File: src/rtl/fetch_stage.sv
// Instruction-fetch stage: owns the PC, issues instruction-memory requests,
// fills the IF/ID latch and decodes rs1/rs2/rd identifiers for the hazard unit.
module fetch_stage #(
    parameter int unsigned     XLEN     = 32,
    parameter logic [XLEN-1:0] RESET_PC = '0,
    parameter logic [31:0]     NOP      = 32'h0000_0013
) (
    input  logic            clk,
    input  logic            rst,
    input  logic            stall,
    input  logic            data_hazard,
    input  logic            control_hazard,
    input  logic            jump_taken,
    input  logic [XLEN-1:0] jump_target,
    output logic [XLEN-1:0] imem_addr,
    output logic            imem_req,
    input  logic [31:0]     imem_rdata,
    input  logic            imem_ready,
    output logic [31:0]     if_instr,
    output logic [XLEN-1:0] if_pc,
    output logic            if_valid,
    output logic [4:0]      a0,
    output logic [4:0]      a1,
    output logic [4:0]      a2,
    output logic            misalign
);

    localparam int unsigned REG_W = 5;
    localparam int unsigned OPC_W = 7;

    localparam logic [OPC_W-1:0] OPC_LUI    = 7'b0110111;
    localparam logic [OPC_W-1:0] OPC_AUIPC  = 7'b0010111;
    localparam logic [OPC_W-1:0] OPC_JAL    = 7'b1101111;
    localparam logic [OPC_W-1:0] OPC_JALR   = 7'b1100111;
    localparam logic [OPC_W-1:0] OPC_BRANCH = 7'b1100011;
    localparam logic [OPC_W-1:0] OPC_LOAD   = 7'b0000011;
    localparam logic [OPC_W-1:0] OPC_STORE  = 7'b0100011;
    localparam logic [OPC_W-1:0] OPC_OPIMM  = 7'b0010011;
    localparam logic [OPC_W-1:0] OPC_OP     = 7'b0110011;

    typedef enum logic [1:0] {
        BOOT   = 2'd0,
        RUN    = 2'd1,
        SHADOW = 2'd2
    } state_e;

    state_e            state_q, state_d;
    logic [XLEN-1:0]   pc_q, pc_d;
    logic [31:0]       if_instr_q, if_instr_d;
    logic [XLEN-1:0]   if_pc_q, if_pc_d;
    logic              if_valid_q, if_valid_d;
    logic              misalign_q, misalign_d;
    logic              active;
    logic [OPC_W-1:0]  opcode;

    assign active = (state_q == RUN) || (state_q == SHADOW);

    // FSM state register
    always_ff @(posedge clk or posedge rst) begin
        if (rst) begin
            state_q <= BOOT;
        end else begin
            state_q <= state_d;
        end
    end

    // FSM next state: a redirect enters SHADOW; everything else settles in RUN
    always_comb begin
        state_d = state_q;
        case (state_q)
            BOOT: state_d = RUN;
            RUN, SHADOW: begin
                if (stall) begin
                    state_d = state_q;
                end else if (jump_taken) begin
                    state_d = SHADOW;
                end else begin
                    state_d = RUN;
                end
            end
            default: state_d = BOOT;
        endcase
    end

    // FSM outputs: memory is only requested once out of BOOT
    always_comb begin
        imem_req = 1'b0;
        if (active) begin
            imem_req = 1'b1;
        end
    end

    // PC / IF-ID next-state selection, highest-priority condition first
    always_comb begin
        pc_d       = pc_q;
        if_instr_d = if_instr_q;
        if_pc_d    = if_pc_q;
        if_valid_d = if_valid_q;
        misalign_d = misalign_q;
        if (active) begin
            if (stall) begin
                pc_d = pc_q;
            end else if (jump_taken) begin
                pc_d       = {jump_target[XLEN-1:2], 2'b00};
                misalign_d = misalign_q | (jump_target[1:0] != 2'b00);
                if_instr_d = NOP;
                if_valid_d = 1'b0;
            end else if (control_hazard) begin
                if_instr_d = NOP;
                if_valid_d = 1'b0;
            end else if (data_hazard) begin
                pc_d = pc_q;
            end else if (!imem_ready) begin
                if_instr_d = NOP;
                if_valid_d = 1'b0;
            end else begin
                if_instr_d = imem_rdata;
                if_pc_d    = pc_q;
                if_valid_d = 1'b1;
                pc_d       = pc_q + XLEN'(4);
            end
        end
    end

    // PC, IF/ID latch and sticky misalign flag
    always_ff @(posedge clk or posedge rst) begin
        if (rst) begin
            pc_q       <= RESET_PC;
            if_instr_q <= NOP;
            if_pc_q    <= RESET_PC;
            if_valid_q <= 1'b0;
            misalign_q <= 1'b0;
        end else begin
            pc_q       <= pc_d;
            if_instr_q <= if_instr_d;
            if_pc_q    <= if_pc_d;
            if_valid_q <= if_valid_d;
            misalign_q <= misalign_d;
        end
    end

    // Register identifiers for the hazard unit; bubbles report no registers
    always_comb begin
        opcode = if_instr_q[OPC_W-1:0];
        a0     = '0;
        a1     = '0;
        a2     = '0;
        if (if_valid_q) begin
            case (opcode)
                OPC_JALR, OPC_BRANCH, OPC_LOAD, OPC_STORE, OPC_OPIMM, OPC_OP:
                    a0 = if_instr_q[19:15];
                default: a0 = REG_W'(0);
            endcase
            case (opcode)
                OPC_BRANCH, OPC_STORE, OPC_OP:
                    a1 = if_instr_q[24:20];
                default: a1 = REG_W'(0);
            endcase
            case (opcode)
                OPC_LUI, OPC_AUIPC, OPC_JAL, OPC_JALR, OPC_LOAD, OPC_OPIMM, OPC_OP:
                    a2 = if_instr_q[11:7];
                default: a2 = REG_W'(0);
            endcase
        end
    end

    assign imem_addr = pc_q;
    assign if_instr  = if_instr_q;
    assign if_pc     = if_pc_q;
    assign if_valid  = if_valid_q;
    assign misalign  = misalign_q;

endmodule

File: config.mk
export PLATFORM = sky130hd
export DESIGN_NAME = fetch_stage
export DESIGN_NICKNAME = d
export VERILOG_FILES = /design/src/rtl/fetch_stage.sv
export SDC_FILE = /design/constraint.sdc
export NUM_CORES = 1
export LEC_CHECK = 0
export BUFFER_PORTS_ARGS = -buffer_cell sky130_fd_sc_hd__buf_2
export CORE_MARGIN = 10
export CORE_UTILIZATION = 49
export DETAILED_ROUTE_END_ITERATION = 16
export GPL_TIMING_DRIVEN = 0
export PLACE_DENSITY = 0.79
export SLEW_MARGIN = 30
export SYNTH_ARGS = -nofsm -noshare
export SYNTH_HDL_FRONTEND = slang
export SYNTH_SLANG_ARGS = --single-unit
File: constraint.sdc
create_clock -name clk -period 3.4 [get_ports clk]
set_input_delay 0.17 -clock clk [delete_from_list [all_inputs] [get_ports clk]]
set_output_delay 0.17 -clock clk [all_outputs]
set_load 0.1 [all_outputs]
==> reports/metrics.cfg, run 1 <==
[cells_and_area]
post-route-util=0.654
antenna_cells=0
fillers=795
syn2layout_area_growth_pct=30.7
drive_gt1_frac=0.311
nets=764
mostFrequentLayoutCells=buf_2, nand2_1, dfrtp_1, o21ai_0, a22o_1
fin_cells=806
layout_commonest_cell=buf_2

[sta]
fin_hold_ws_ns=0.00792
clock.fmax_ghz=0.371
finalHoldViolCount=0
setup_violations=0
setup_ws_ns=0.706
tightest_slew_ns=0.746
finalCriticalPeriod_ns=2.69
fin_skew_ns=0.0118
slew_violations=0
grt_setup_unrepaired=false
worst_slew_margin_rel=0.498
fin_crit_sh=0.792

[floorplan]
die_h_um=117
io_pins=185
rows=35
dieArea_um2=13600
core_um2=9150
die_w_um=117
initial_core_util=0.500

[logic_synthesis]
avgSynthCellArea_um2=9.46
yosysWarnings=0
ys.flop_type=dfrtp_1
synthesis.area_um2=4580
synthCells=484
yosysSeqAreaShare=0.526
synth.area.top_cells=dfrtp_1, nand2_1, a22o_1
synth_top_area_cell=dfrtp_1
ys_ff_latch=96
ys_types=53
async_reset_ff_frac=1.00
yosysTopAreaCellShare=0.508
synth-edff-count=0

[cts]
clk-insertion-delay-late_ns=0.38
clk_pin_slew_ns=0.10
postCtsHoldBufs=3
root_buffer=clkbuf_8
cts_resized=0
cts_setup_buffers=0
cts_tree=built
numCtsBuffers=9
clock-sinks=96
h-tree-depth=3
clockBufferDepth=2

[setup_path]
critPathLaunchType=flop
cp_slowest_stage_delay_ns=0.39
crit_fanout=10
path_buf_inv=3
crit_top_cell=nand2_1
critPathCaptureType=flop
crit_type=flop to flop
crit_slowest_cell=dfrtp_1
path_delay_family=simple AND/OR/NAND/NOR gates
crit_arrival_ns=2.96
worst-endpoint-required_ns=3.67
crit_chain=inv_1 > ha_1 > nand2b_1 > o21ba_2 > clkbuf_1 > nand2_1 > clkbuf_1 > nand2_1 > nand2_1

[grt]
antenna_found_initial=0
overflow=0
grt_pass1_wl_um=24600
grt_pass1_vias=4663
grt_max_degree=55
track_usage=0.229

[drt]
drc=0
first_pass_iters=6
wl_um=15800
post_drt_via_cell_ratio=5.67
drt-initial-drc-count=361
ant_nets=0
routedWlPerCell_um=19.6
vias=4566

[placement]
io_buffer_count=180
pre_cts_ws_ns=0.730
dp_hpwl_um=11900
place_congestion=0.883
place_inst=779

[run_status]
outcome=finished, final reports clean

[hold_path]
min_path_type=primary input to flop

[run]
maxCapViolCount=0

[synth_stat cells, drive strengths merged, types with 3 or more instances]
| cell | instances |
|---|---|
| dfstp | 3 |
| a211oi | 3 |
| o21ai | 33 |
| a311oi | 7 |
| o22ai | 4 |
| nand2b | 3 |
| inv | 6 |
| nor4 | 3 |
| o22a | 3 |
| nor2 | 23 |
| a22o | 31 |
| clkbuf | 24 |
| a21oi | 23 |
| a22oi | 3 |
| nor3b | 3 |
| a31oi | 4 |
| nand2 | 101 |
| and4 | 3 |
| and3 | 6 |
| or3 | 6 |
| nand3 | 19 |
| mux2i | 5 |
| dfrtp | 93 |
| nor2b | 5 |
| nor3 | 9 |
| buf | 11 |
| ha | 3 |
| nand4 | 5 |
| and2 | 18 |
[stage by stage]
step	area (um2)	TNS, ns
finish	5980	0
global route	5980	0
CTS	5900	0
detailed placement	5660	0
global placement	5630	-36.03
floorplan	4590	0
[state kept, by name, indices dropped and copies added (netlist names)]
| name | flops |
|---|---|
| if_instr | 32 |
| if_pc | 30 |
| imem_addr | 30 |
| state_q | 2 |
| if_valid | 1 |
| misalign | 1 |
[path summary, 6_finish.rpt]
| path | from | end | slack (ns) | depth (start not counted) |
|---|---|---|---|---|
| hold / removal | imem_rdata[28] | if_instr[28] | 0.008 | 2 |
| setup / recovery | state_q[1] | if_pc[3] | 0.71 | 9 |
| setup reg to reg | state_q[1] | if_pc[3] | 0.71 | 9 |
| max in group asynchronous | rst | imem_addr[7] | 2.45 | 4 |
| min in group asynchronous | rst | if_instr[26] | 0.34 | 3 |
| hold reg to reg | if_pc[5] | if_pc[5] | 0.48 | 2 |
[routing by layer]
layer	wire, um	track usage	vias to the layer above	part of all wire
li1	-	-	2128	-
met1	6360	0.276	2181	0.40
met2	7540	0.385	231	0.48
met3	1690	0.0796	26	0.11
met4	198	0.0585	0	0.013
met5	0	0	-	0
[logic make-up after synthesis]
logic type      count (synthesis)  synth area share
flops                          96             0.526
mux                             5            0.0109
compound gates                130             0.196
fa+ha+maj                       3           0.00820
other cells                     1          0.000819
buf+inv                        41            0.0380
simple gates                  208             0.221
[final cells by class]
type / count / area [um2] / area share
buffer: 35 / 151 / 0.0253
clock buffer: 10 / 138 / 0.0230
clock inverter: 6 / 73.8 / 0.0123
inverter: 6 / 27.5 / 0.00460
multi-input combinational: 350 / 2010 / 0.336
sequential: 96 / 2410 / 0.402
tap: 111 / 139 / 0.0232
timing repair buffer: 192 / 1040 / 0.174
Power of run 1 is left out: the tool's default activity adds up to more than one toggle a clock period on the data nets, which glitch-free logic cannot reach.
==> run 2: changes to the inputs <==
ABC_AREA = 1   (was not set)
CORE_UTILIZATION = 45   (was 49)
PLACE_DENSITY = 0.75   (was 0.79)
clock period = 2.4 ns   (was 3.4 ns; I/O delays follow)
==> reports/metrics.cfg, run 2 <==
[sta]
clock.fmax_ghz=0.427
finalHoldViolCount=0  ; unchanged
slew_violations=0  ; unchanged
fin_skew_ns=0.0143  ; +0.00249 ns
fin_crit_sh=0.975
setup_violations=0  ; unchanged
finalCriticalPeriod_ns=2.34
worst_slew_margin_rel=0.621  ; +0.123
fin_hold_ws_ns=0.0418  ; +0.0339 ns
tns_ns=0  ; unchanged
tightest_slew_ns=0.568  ; -0.178 ns

[logic_synthesis]
yosys.area_share.simple=0.303  ; +0.0818
synthesis.area_um2=5020  ; +9.6%
synth_commonest_cells=nand2_1, dfrtp_1, nor2_1
yosysMostFrequentCell=nand2_1
ys_types=33  ; -38%
synth_top_area_cell=dfrtp_1
synth-xor-area-share=0.00523  ; +0.00523
synth.area.top_cells=dfrtp_1, nand2_1, nor2_1
yosysWarnings=0  ; unchanged
yosysSeqAreaShare=0.479  ; -0.0462
synth_compound_area_frac=0.119  ; -0.0768
synth_fa_ha_area_frac=0.00748  ; -0.000721
synth-edff-count=0  ; unchanged
async_reset_ff_frac=1.00  ; unchanged
yosysTopAreaCellShare=0.464  ; -0.0447
ys.flop_type=dfrtp_1
synth_top_family_by_area=simple AND/OR/NAND/NOR gates
muxShareOfSynthArea=0  ; -0.0109
avgSynthCellArea_um2=7.54  ; -20%
synthCells=666  ; +38%
ys_ff_latch=96  ; unchanged

[pwr]
p_per_area_nw_per_um2=1560
peakVddDrop_v=0.00135
power.switching_mw=6.80
power_frac_seq=0.255
netSwitchingFraction=0.634
leakagePower_nw=3.58
p_int_mw=3.92
combPwrFrac=0.627
clkPwrFrac=0.118

[cells_and_area]
drive_gt1_frac=0.292  ; -0.0192
syn2layout_area_growth_pct=37.0
nets=971  ; +27%
layout_commonest_cell=nand2_1
final_area_um2=6880  ; +15%
fillers=936  ; +18%
mostFrequentLayoutCells=nand2_1, buf_2, dfrtp_1, nor2_1, inv_1
antenna_cells=0  ; unchanged
largest_reg_flops=32  ; unchanged
post-route-util=0.631  ; -0.0224

[drt]
routedWlPerCell_um=16.9  ; -14%
post_drt_via_cell_ratio=5.05  ; -11%
drc=0  ; unchanged
drt-initial-drc-count=522  ; +45%
wl_um=17600  ; +12%
wl_met1_um=7340  ; +15%
first_pass_iters=5  ; -1
ant_nets=0  ; unchanged
met3_length_um=1630  ; -3.6%
met2_length_um=8340  ; +11%
top_layer=met4
vias=5261  ; +15%

[hold_path]
min_path_type=primary input to flop

[grt]
antenna_found_initial=0  ; unchanged
grt_pass1_wl_um=28000  ; +13%
track_usage=0.215  ; -0.0140
overflow=0  ; unchanged
grt_max_degree=30  ; -45%
grt_pass1_vias=5303  ; +14%

[cts]
clock-sinks=96  ; unchanged
clockBufferDepth=2  ; unchanged
numCtsBuffers=9  ; unchanged
h-tree-depth=3  ; unchanged
cts_tree=built
clk-insertion-delay-late_ns=0.37  ; about the same
clk_pin_slew_ns=0.09  ; about the same
root_buffer=clkbuf_8

[setup_path]
cp_slowest_stage_delay_ns=0.56  ; +0.17 ns
crit_chain=nand2_1 > nor3_1 > inv_1 > nor2_1 > a21oi_1 > nor2_1 > buf_2
crit_top_cell=nor2_1
crit_fanout=5  ; -5
crit_slowest_cell=dfstp_2
worst-endpoint-required_ns=2.28  ; -1.39 ns
crit_arrival_ns=2.22  ; -0.74 ns
critPathCaptureType=primary output
crit_type=flop to primary output
critPathLaunchType=flop

[floorplan]
dieArea_um2=15800  ; +16%
rows=38  ; +8.6%
core_um2=10900  ; +19%
io_pins=185  ; unchanged
die_h_um=126  ; +7.7%
die_w_um=126  ; +7.7%
initial_core_util=0.461  ; -0.0392

[run_status]
outcome=finished, final reports clean

[placement]
dpl-instance-area_um2=6250  ; +10%
dp_hpwl_um=12800  ; +7.0%
io_buffer_count=180  ; unchanged
place_congestion=0.956  ; +8.2%

[run]
maxCapViolCount=0  ; unchanged

-- run 2: changes by cell type after synthesis, sizes merged, moves of 12 or more --
cell and delta:
o21ai +37, nand2 +117, a22o -20, clkbuf -18, buf +12, nor2 +79, and2 -16, inv +61
nand3 +13
-- run 2: per-layer routing --
layer / track usage / up-vias
met1: 0.264 / 2442
met4: 0.0718 / 0
met3: 0.0629 / 27
met2: 0.356 / 239
met5: 0 / -
li1: - / 2553
-- run 2: logic make-up after synthesis --
| group | after synthesis |
|---|---|
| simple gates | 360 |
| fa+ha+maj | 3 |
| xor+xnor | 3 |
| buf+inv | 96 |
| other cells | 1 |
| flops | 96 |
| compound gates | 107 |
-- run 2: layout make-up --
| cell class | count | area [um2] | area share |
|---|---|---|---|
| clock buffers | 12 | 135 | 0.0197 |
| plain buffers | 29 | 179 | 0.0260 |
| repair buffers | 217 | 1360 | 0.197 |
| clock inverters | 4 | 95.1 | 0.0138 |
| inverters | 67 | 255 | 0.0371 |
| flip-flops and latches | 96 | 2410 | 0.350 |
| multi-input cells | 477 | 2270 | 0.330 |
| well taps | 140 | 175 | 0.0255 |
-- run 2: final timing paths --
| path | start | to | slack (ns) | cells past startpoint |
|---|---|---|---|---|
| max in group asynchronous | rst | if_instr[1] | 1.31 | 5 |
| hold / removal | jump_target[0] | misalign | 0.04 | 3 |
| hold reg to reg | if_pc[10] | if_pc[10] | 0.47 | 2 |
| min in group asynchronous | rst | if_instr[23] | 0.35 | 3 |
| setup / recovery | if_instr[1] | a2[2] | 0.06 | 7 |
| setup reg to reg | state_q[0] | if_pc[22] | 0.38 | 10 |
-- run 2: critical path, delay by kind of cell, from the launching register on --
family	cells	cell delay, ns
simple gates	4	0.63
flops	1	0.56
buf+inv	2	0.55
compound gates	1	0.10
-- run 2: per-stage QoR --
step | instances | power (mW) | worst slack (ns)
6_report | 1042 | 10.7 | 0.0604
5_1_grt | 1042 | 11.2 | -0.0808
4_1_cts | 1042 | 10.7 | 0.0229
3_5_place_dp | 992 | 9.41 | 0.360
3_3_place_gp | 989 | 9.35 | 0.355
2_1_floorplan | 669 | 8.17 | -0.432
-- run 2: what timing repair did --
item	4_1_cts	5_1_grt
buffers inserted	0	0
resized for setup	6	13
endpoints found under the setup margin	10	12
hold endpoints to repair	53	0
hold buffers	34	0
-- run 2: power by group through the flow --
stage               clock (mW)  combinational, mW  sequential (mW)
finish                    1.27               6.72             2.74
floorplan                    0               1.59             6.58
global route              1.35               7.06             2.83
detailed placement           0               6.66             2.75
global placement             0               6.62             2.73
CTS                       1.29               6.73             2.72
Note: power is estimated with default switching activity, not from simulation.
